--- src/rtl/inst_fetch_queue.sv ---
// inst_fetch_queue
//   Instruction queue between the icache fetch stage and decode. Each cycle it
//   accepts one fetch packet of up to FETCH_SIZE slots and compacts the valid
//   slots into a circular buffer, one entry per instruction. Up to ISSUE_WIDTH
//   in-order instructions are offered to decode per cycle.
//
// Ports
//   clk, rst_n   clock; synchronous active-low reset
//   clr_i        flush: drops all buffered entries and any same-cycle push/pop
//   vpc_i        packet virtual PC; the packet base is aligned to FETCH_SIZE*4
//   valid_i      per-slot valid mask; slots need not be contiguous
//   inst_i       slot k at [32k+31:32k]
//   excp_i       packet exception {ppi, pif, tlbr, adef}
//   attached_i   packet BPU info, copied into every pushed entry
//   ready_o      a whole packet fits; the only back-pressure into fetch
//   valid_o      per-lane valid, always contiguous from lane 0
//   pc_o, inst_o, excp_o, attached_o   per-lane payload
//   ready_i      decode takes every lane whose valid_o is set
module inst_fetch_queue #(
    parameter int FETCH_SIZE          = 2,
    parameter int ISSUE_WIDTH         = 2,
    parameter int DEPTH               = 8,
    parameter int ATTACHED_INFO_WIDTH = 32
) (
    input  logic                                       clk,
    input  logic                                       rst_n,
    input  logic                                       clr_i,
    input  logic [31:0]                                vpc_i,
    input  logic [FETCH_SIZE-1:0]                      valid_i,
    input  logic [FETCH_SIZE*32-1:0]                   inst_i,
    input  logic [3:0]                                 excp_i,
    input  logic [ATTACHED_INFO_WIDTH-1:0]             attached_i,
    output logic                                       ready_o,
    output logic [ISSUE_WIDTH-1:0]                     valid_o,
    output logic [ISSUE_WIDTH*32-1:0]                  pc_o,
    output logic [ISSUE_WIDTH*32-1:0]                  inst_o,
    output logic [ISSUE_WIDTH*4-1:0]                   excp_o,
    output logic [ISSUE_WIDTH*ATTACHED_INFO_WIDTH-1:0] attached_o,
    input  logic                                       ready_i
);

    localparam int PW = $clog2(DEPTH);
    localparam int CW = PW + 1;
    localparam logic [31:0] ALIGN_MASK = ~(32'(FETCH_SIZE * 4) - 32'd1);

    typedef struct packed {
        logic [31:0]                    pc;
        logic [31:0]                    inst;
        logic [3:0]                     excp;
        logic [ATTACHED_INFO_WIDTH-1:0] att;
    } entry_t;

    entry_t          mem [DEPTH];
    logic [PW-1:0]   rd_ptr, wr_ptr;
    logic [CW-1:0]   count;

    logic [CW-1:0]   slot_off [FETCH_SIZE];
    logic [FETCH_SIZE-1:0] slot_we;
    entry_t          wdata [FETCH_SIZE];
    logic [CW-1:0]   push_cnt, push_n, pop_n, avail;
    logic            has_excp, push;
    logic [31:0]     pc_base;

    assign has_excp = |excp_i;
    assign push     = ready_o & (|valid_i);
    assign pc_base  = vpc_i & ALIGN_MASK;

    // Free space is judged from the registered count only, so a pop in the
    // same cycle never frees credit and ready_i has no path to ready_o.
    assign ready_o = (count <= CW'(DEPTH - FETCH_SIZE));

    // Slot k lands at wr_ptr + (number of valid slots below k). An exception
    // packet keeps only its lowest valid slot, which is the one at offset 0.
    always_comb begin
        logic [CW-1:0] acc;
        acc = '0;
        for (int k = 0; k < FETCH_SIZE; k++) begin
            slot_off[k] = acc;
            acc         = acc + CW'(valid_i[k]);
            slot_we[k]  = push & valid_i[k] & (~has_excp | (slot_off[k] == '0));
            wdata[k].pc   = pc_base + 32'(k * 4);
            wdata[k].inst = has_excp ? 32'd0 : inst_i[32*k +: 32];
            wdata[k].excp = excp_i;
            wdata[k].att  = attached_i;
        end
        push_cnt = acc;
    end

    assign push_n = !push ? '0 : (has_excp ? CW'(1) : push_cnt);
    assign avail  = (count > CW'(ISSUE_WIDTH)) ? CW'(ISSUE_WIDTH) : count;
    assign pop_n  = ready_i ? avail : '0;

    // Entry storage is deliberately not reset; pointers and count gate it.
    always_ff @(posedge clk) begin
        for (int k = 0; k < FETCH_SIZE; k++) begin
            if (slot_we[k] && !clr_i)
                mem[wr_ptr + slot_off[k][PW-1:0]] <= wdata[k];
        end
    end

    always_ff @(posedge clk) begin
        if (!rst_n || clr_i) begin
            count  <= '0;
            rd_ptr <= '0;
            wr_ptr <= '0;
        end else begin
            count  <= count + push_n - pop_n;
            wr_ptr <= wr_ptr + push_n[PW-1:0];
            rd_ptr <= rd_ptr + pop_n[PW-1:0];
        end
    end

    // Output lanes: combinational reads of registered storage; index wraps
    // naturally in PW bits.
    for (genvar j = 0; j < ISSUE_WIDTH; j++) begin : g_lane
        logic [PW-1:0] idx;
        assign idx        = rd_ptr + PW'(j);
        assign valid_o[j] = (count > CW'(j));
        assign pc_o[32*j +: 32]     = mem[idx].pc;
        assign inst_o[32*j +: 32]   = mem[idx].inst;
        assign excp_o[4*j +: 4]     = mem[idx].excp;
        assign attached_o[ATTACHED_INFO_WIDTH*j +: ATTACHED_INFO_WIDTH] = mem[idx].att;
    end

endmodule

--- config.mk ---
export PLATFORM = sky130hd
export DESIGN_NAME = inst_fetch_queue
export DESIGN_NICKNAME = d
export VERILOG_FILES = /design/src/rtl/inst_fetch_queue.sv
export SDC_FILE = /design/constraint.sdc
export NUM_CORES = 2
export LEC_CHECK = 0
export CAP_MARGIN = 20
export CORE_ASPECT_RATIO = 1.75
export CORE_MARGIN = 1
export CORE_UTILIZATION = 60
export DETAILED_ROUTE_END_ITERATION = 12
export GPL_TIMING_DRIVEN = 0
export HOLD_SLACK_MARGIN = 0.1
export PLACE_DENSITY = 0.84
export SLEW_MARGIN = 40
export SYNTH_ARGS = -nofsm -noshare
export SYNTH_HDL_FRONTEND = slang
export SYNTH_SLANG_ARGS = --single-unit
--- constraint.sdc ---
create_clock -name clk -period 5.75 [get_ports clk]
set_input_delay 0.575 -clock clk [delete_from_list [all_inputs] [get_ports clk]]
set_output_delay 0.575 -clock clk [all_outputs]
set_load 0.01 [all_outputs]
; After elaboration in Yosys (flattened, before gate mapping)
; Memories as Yosys holds them, arrays and structs flattened. A register that Yosys moved wholly into a read port is not among the register bits.
; Cells that the tools add are included.
[totals]
reg_bits = 10
ram_bits = 800
in_bits = 138
out_inout_bits = 203
memories = 1
[mem_list]
columns = name, depth, word_bits, read_ports, rd_ports_with_merged_regs, write_ports, line_no
row1 = mem, 8, 100, 2, 1, 2, 53  ; entry_t mem [DEPTH];
[op_classes]
add_sub_neg = 8
n_lt_le_gt_ge = 4
n_mux = 11
bitwise = 6
reduce_logical = 8
[ops]
columns = op, n
row1 = 32-bit two-way mux, 2
row2 = 32-bit by 3-bit adder with 32-bit output (second input constant), 1
row3 = 4-bit by 1-bit > comparator with 1-bit output (second input constant), 2
row4 = 4-bit two-way mux, 2
row5 = 4-bit by 2-bit adder with 4-bit output, 1
row6 = 1-bit bitwise AND, 4
row7 = 4-bit by 2-bit > comparator with 1-bit output (second input constant), 1
row8 = 4-bit by 3-bit <= comparator with 1-bit output (second input constant), 1
row9 = 4-bit logical NOT, 1
row10 = 1-bit two-way mux, 4
row11 = 2-bit two-way mux, 2
row12 = 4-bit OR reduction, 1
row13 = 4-bit subtractor, 1
row14 = 3-bit by 1-bit adder with 3-bit output, 1
row15 = 3-bit by 1-bit adder with 3-bit output (second input constant), 1
row16 = 3-bit by 2-bit adder with 3-bit output, 1
row17 = 3-bit adder, 1
row18 = 3-bit two-way mux, 1
row19 = 1-bit by 1-bit adder with 2-bit output, 1
row20 = 1-bit logical AND, 2
row21 = 1-bit logical NOT, 2
row22 = 2-bit OR reduction, 1
row23 = 1-bit logical OR, 1
row24 = 1-bit inverter, 1
row25 = 1-bit bitwise OR, 1

; Depth between registers and ports, before layout
[logic_depth]
word_depth = 7
depth_mapped = 12
depth_no_buf = 11

; Worst setup path before layout
; No wires, ideal clock.
[synth_timing]
path_kind = input port to flip-flop
start = input port valid_i[0]
end = memory mem[1][0] (netlist name), enable pin
arrival_time_ns = 4.723
path_slack_ns = 0.531
path_stages = 7
path_buffers = 2
path_cell_list = inv_1 -> ha_1 -> or4_1 -> clkbuf_1 -> nor3_2 -> a21o_1 -> clkbuf_1
[synth_lines]
columns = item, line_no
row1 = from (decl), 29  ; input logic [FETCH_SIZE-1:0] valid_i,
row2 = to (decl), 53

==> metrics.cfg <==
[placed_design]
dpl.cell_count=4445
place_hpwl_microns=119000
io_buffers=269
place.gp.congestion=1.04
dp_slack_ps=749

[sta]
setup_viol=0
finalMaxSlewViolations=0
setup_ws_ps=748
fmax_mhz=200
finalCritPeriodShare_pct=87.0
finalHoldViolCount=0
worst_clock_skew_ps=25.7
rsz0062_at_grt=no
worst_slew_pin_slew_ps=1000
finalSetupTns_ps=0
fin_crit_ps=5000
max_slew_margin_pct=33.2

[cts]
cts_buffer_depth=3
cts_resized=0
cts_setup_buffers=0
numCtsBuffers=74
root_buffer=clkbuf_16
htreeDepth=3
ctsHoldBuffers=0
clk_latency_ps=670
clk_pin_slew_worst_paths_ps=60
cts_sinks=794
tritoncts=done

[global_routing]
use_met3_pct=12.5
met2_usage_pct=75.0
grt_first_pass_wirelength_microns=239000
track_usage_pct=44.9
use_met1_pct=49.3
grt_pass1_vias=34623
antenna_found_initial=26
grt_max_degree=56
grt.busiest_layer=met2
grt_overflow=0

[floorplanning]
die_width_microns=209
fp-row-count=132
start_util_pct=60.8
die_h_microns=365
die-area_sq_mm=0.0763
io_pins=341
core_area_sq_mm=0.0742

[worst_setup_path]
critPathKind=register to output port
cp_max_fo=10
critical_path_arrival_ps=4430
cp-start-kind=register
r2r-start=wr_ptr[0]$_SDFF_PP0_
end_kind=output port
cp-startpoint=rd_ptr[0]$_SDFF_PP0_
worst-endpoint-required_ps=5180

[synth]
synth_area_sq_mm=0.0451
synth_edf_count=776
async_flop_share_pct=0
seq_area_frac_synth_pct=52.5
synth_seq_cells=794
synthCells=3208
synth_flop_cell=edfxtp_1
yosysWarnings=0
ys_types=45
avgSynthCellArea_sq_um=14.1

[pwr]
p_leak_uw=0.0157
cellPowerDensity_mw_per_mm2=269
irDropWorstVdd_mv=0.258

[routing]
drtIter0Drc=4437
ant_nets=0
wl_per_cell_microns=37.1
totalWireLength_microns=170000
route.detailed.drc=0
via_per_inst=7.46
firstDrtPassIters=9
num_vias=34282

[finish]
layout_common_cells=776 x edfxtp_1, 395 x and2_1, 392 x mux4_2, 269 x clkdlybuf4s50_1, 261 x nand3_1
area_growth_syn_to_layout_pct=16.0
final_common_cell=edfxtp_1
fin_nets=3737
drive_gt1_share_pct=25.5
finalNonFillerCells=4596
fillers=4877

[flow_run]
maxCapViolCount=0

[min_path]
hold_path.class=input port to register
min_from=inst_i[12]

[status]
status=completed

==> area by class of cell <==
| type | count | area [sq um] | share of cell area (%) |
|---|---|---|---|
| clock inverter | 46 | 578 | 1.11 |
| sequential | 794 | 23700 | 45.2 |
| buffer | 404 | 1780 | 3.40 |
| clock buffer | 90 | 1990 | 3.80 |
| tap | 938 | 1170 | 2.24 |
| antenna | 15 | 37.5 | 0.0718 |
| timing repair buffer | 296 | 3280 | 6.27 |
| inverter | 23 | 101 | 0.194 |
| multi-input combinational | 1990 | 19700 | 37.7 |
==> report_power, final <==
group / internal, uW / total [uW] / switching [uW] / leakage [uW]
clock network: 3030 / 5340 / 2320 / 0.00124
logic: 1030 / 2280 / 1250 / 0.00721
registers: 6410 / 6470 / 60.7 / 0.00720
==> worst paths after layout <==
check	depth (start not counted)	end	slack, ps
worst max-delay path	7	pc_o[13]	750
worst min-delay path	3	mem[4][48]$_DFFE_PP_	410
worst max register to register	8	mem[0][25]$_DFFE_PP_	1550
worst min register to register	2	mem[2][70]$_SDFFE_PP1N_	490
==> registers in the layout, summed over array words and instances (netlist names) <==
name    flops
count       4
wr_ptr      3
rd_ptr      3
mem       784
==> metrics by stage <==
step | util (%) | cell area (sq um) | hold WS [ps] | power, uW
2_1_floorplan | - | 45100 | 436 | 7770
3_3_place_gp | 66.0 | 49000 | 454 | 8770
3_5_place_dp | 67.0 | 49700 | 473 | 8790
4_1_cts | 70.4 | 52200 | 402 | 14000
5_1_grt | 70.5 | 52300 | 419 | 14300
6_report | 70.5 | 52300 | 406 | 14100
==> worst max-delay path: stages (launching register included) <==
cell	delay (ps)
dfxtp_1	380
clkbuf_1	270
buf_2	480
buf_1	600
buf_1	750
mux4_2	430
mux2_2	340
clkdlybuf4s50_1	520
==> kinds of logic after synthesis <==
kind of cell / after synthesis / synth area share, %
XOR/XNOR: 8 / 0.155
AND/OR/NAND/NOR: 837 / 11.0
other: 2 / 0.0167
flip-flops: 794 / 52.5
buffers and inverters: 427 / 3.94
AO/OA/AOI/OAI: 537 / 7.49
multiplexers: 587 / 24.5
adder cells (fa/ha/maj): 16 / 0.494
==> synthesized netlist by cell type (26+ instances only) <==
master,count,area (sq um)
clkbuf_2,26,130
clkbuf_1,247,927
o211ai_1,250,1880
a21oi_1,260,1300
nor2b_1,131,820
buf_1,34,128
and2_1,395,2470
nand3_1,261,1310
mux4_2,392,8830
mux2_2,195,2200
buf_2,89,445
edfxtp_1,776,23300
==> layer usage <==
| metal | part of all wire, % | up-vias |
|---|---|---|
| met1 | 30 | 16903 |
| met5 | 0.089 | - |
| met2 | 49 | 3086 |
| li1 | - | 13381 |
| met4 | 8.6 | 22 |
| met3 | 12 | 890 |
Note: power is estimated with default switching activity, not from simulation.
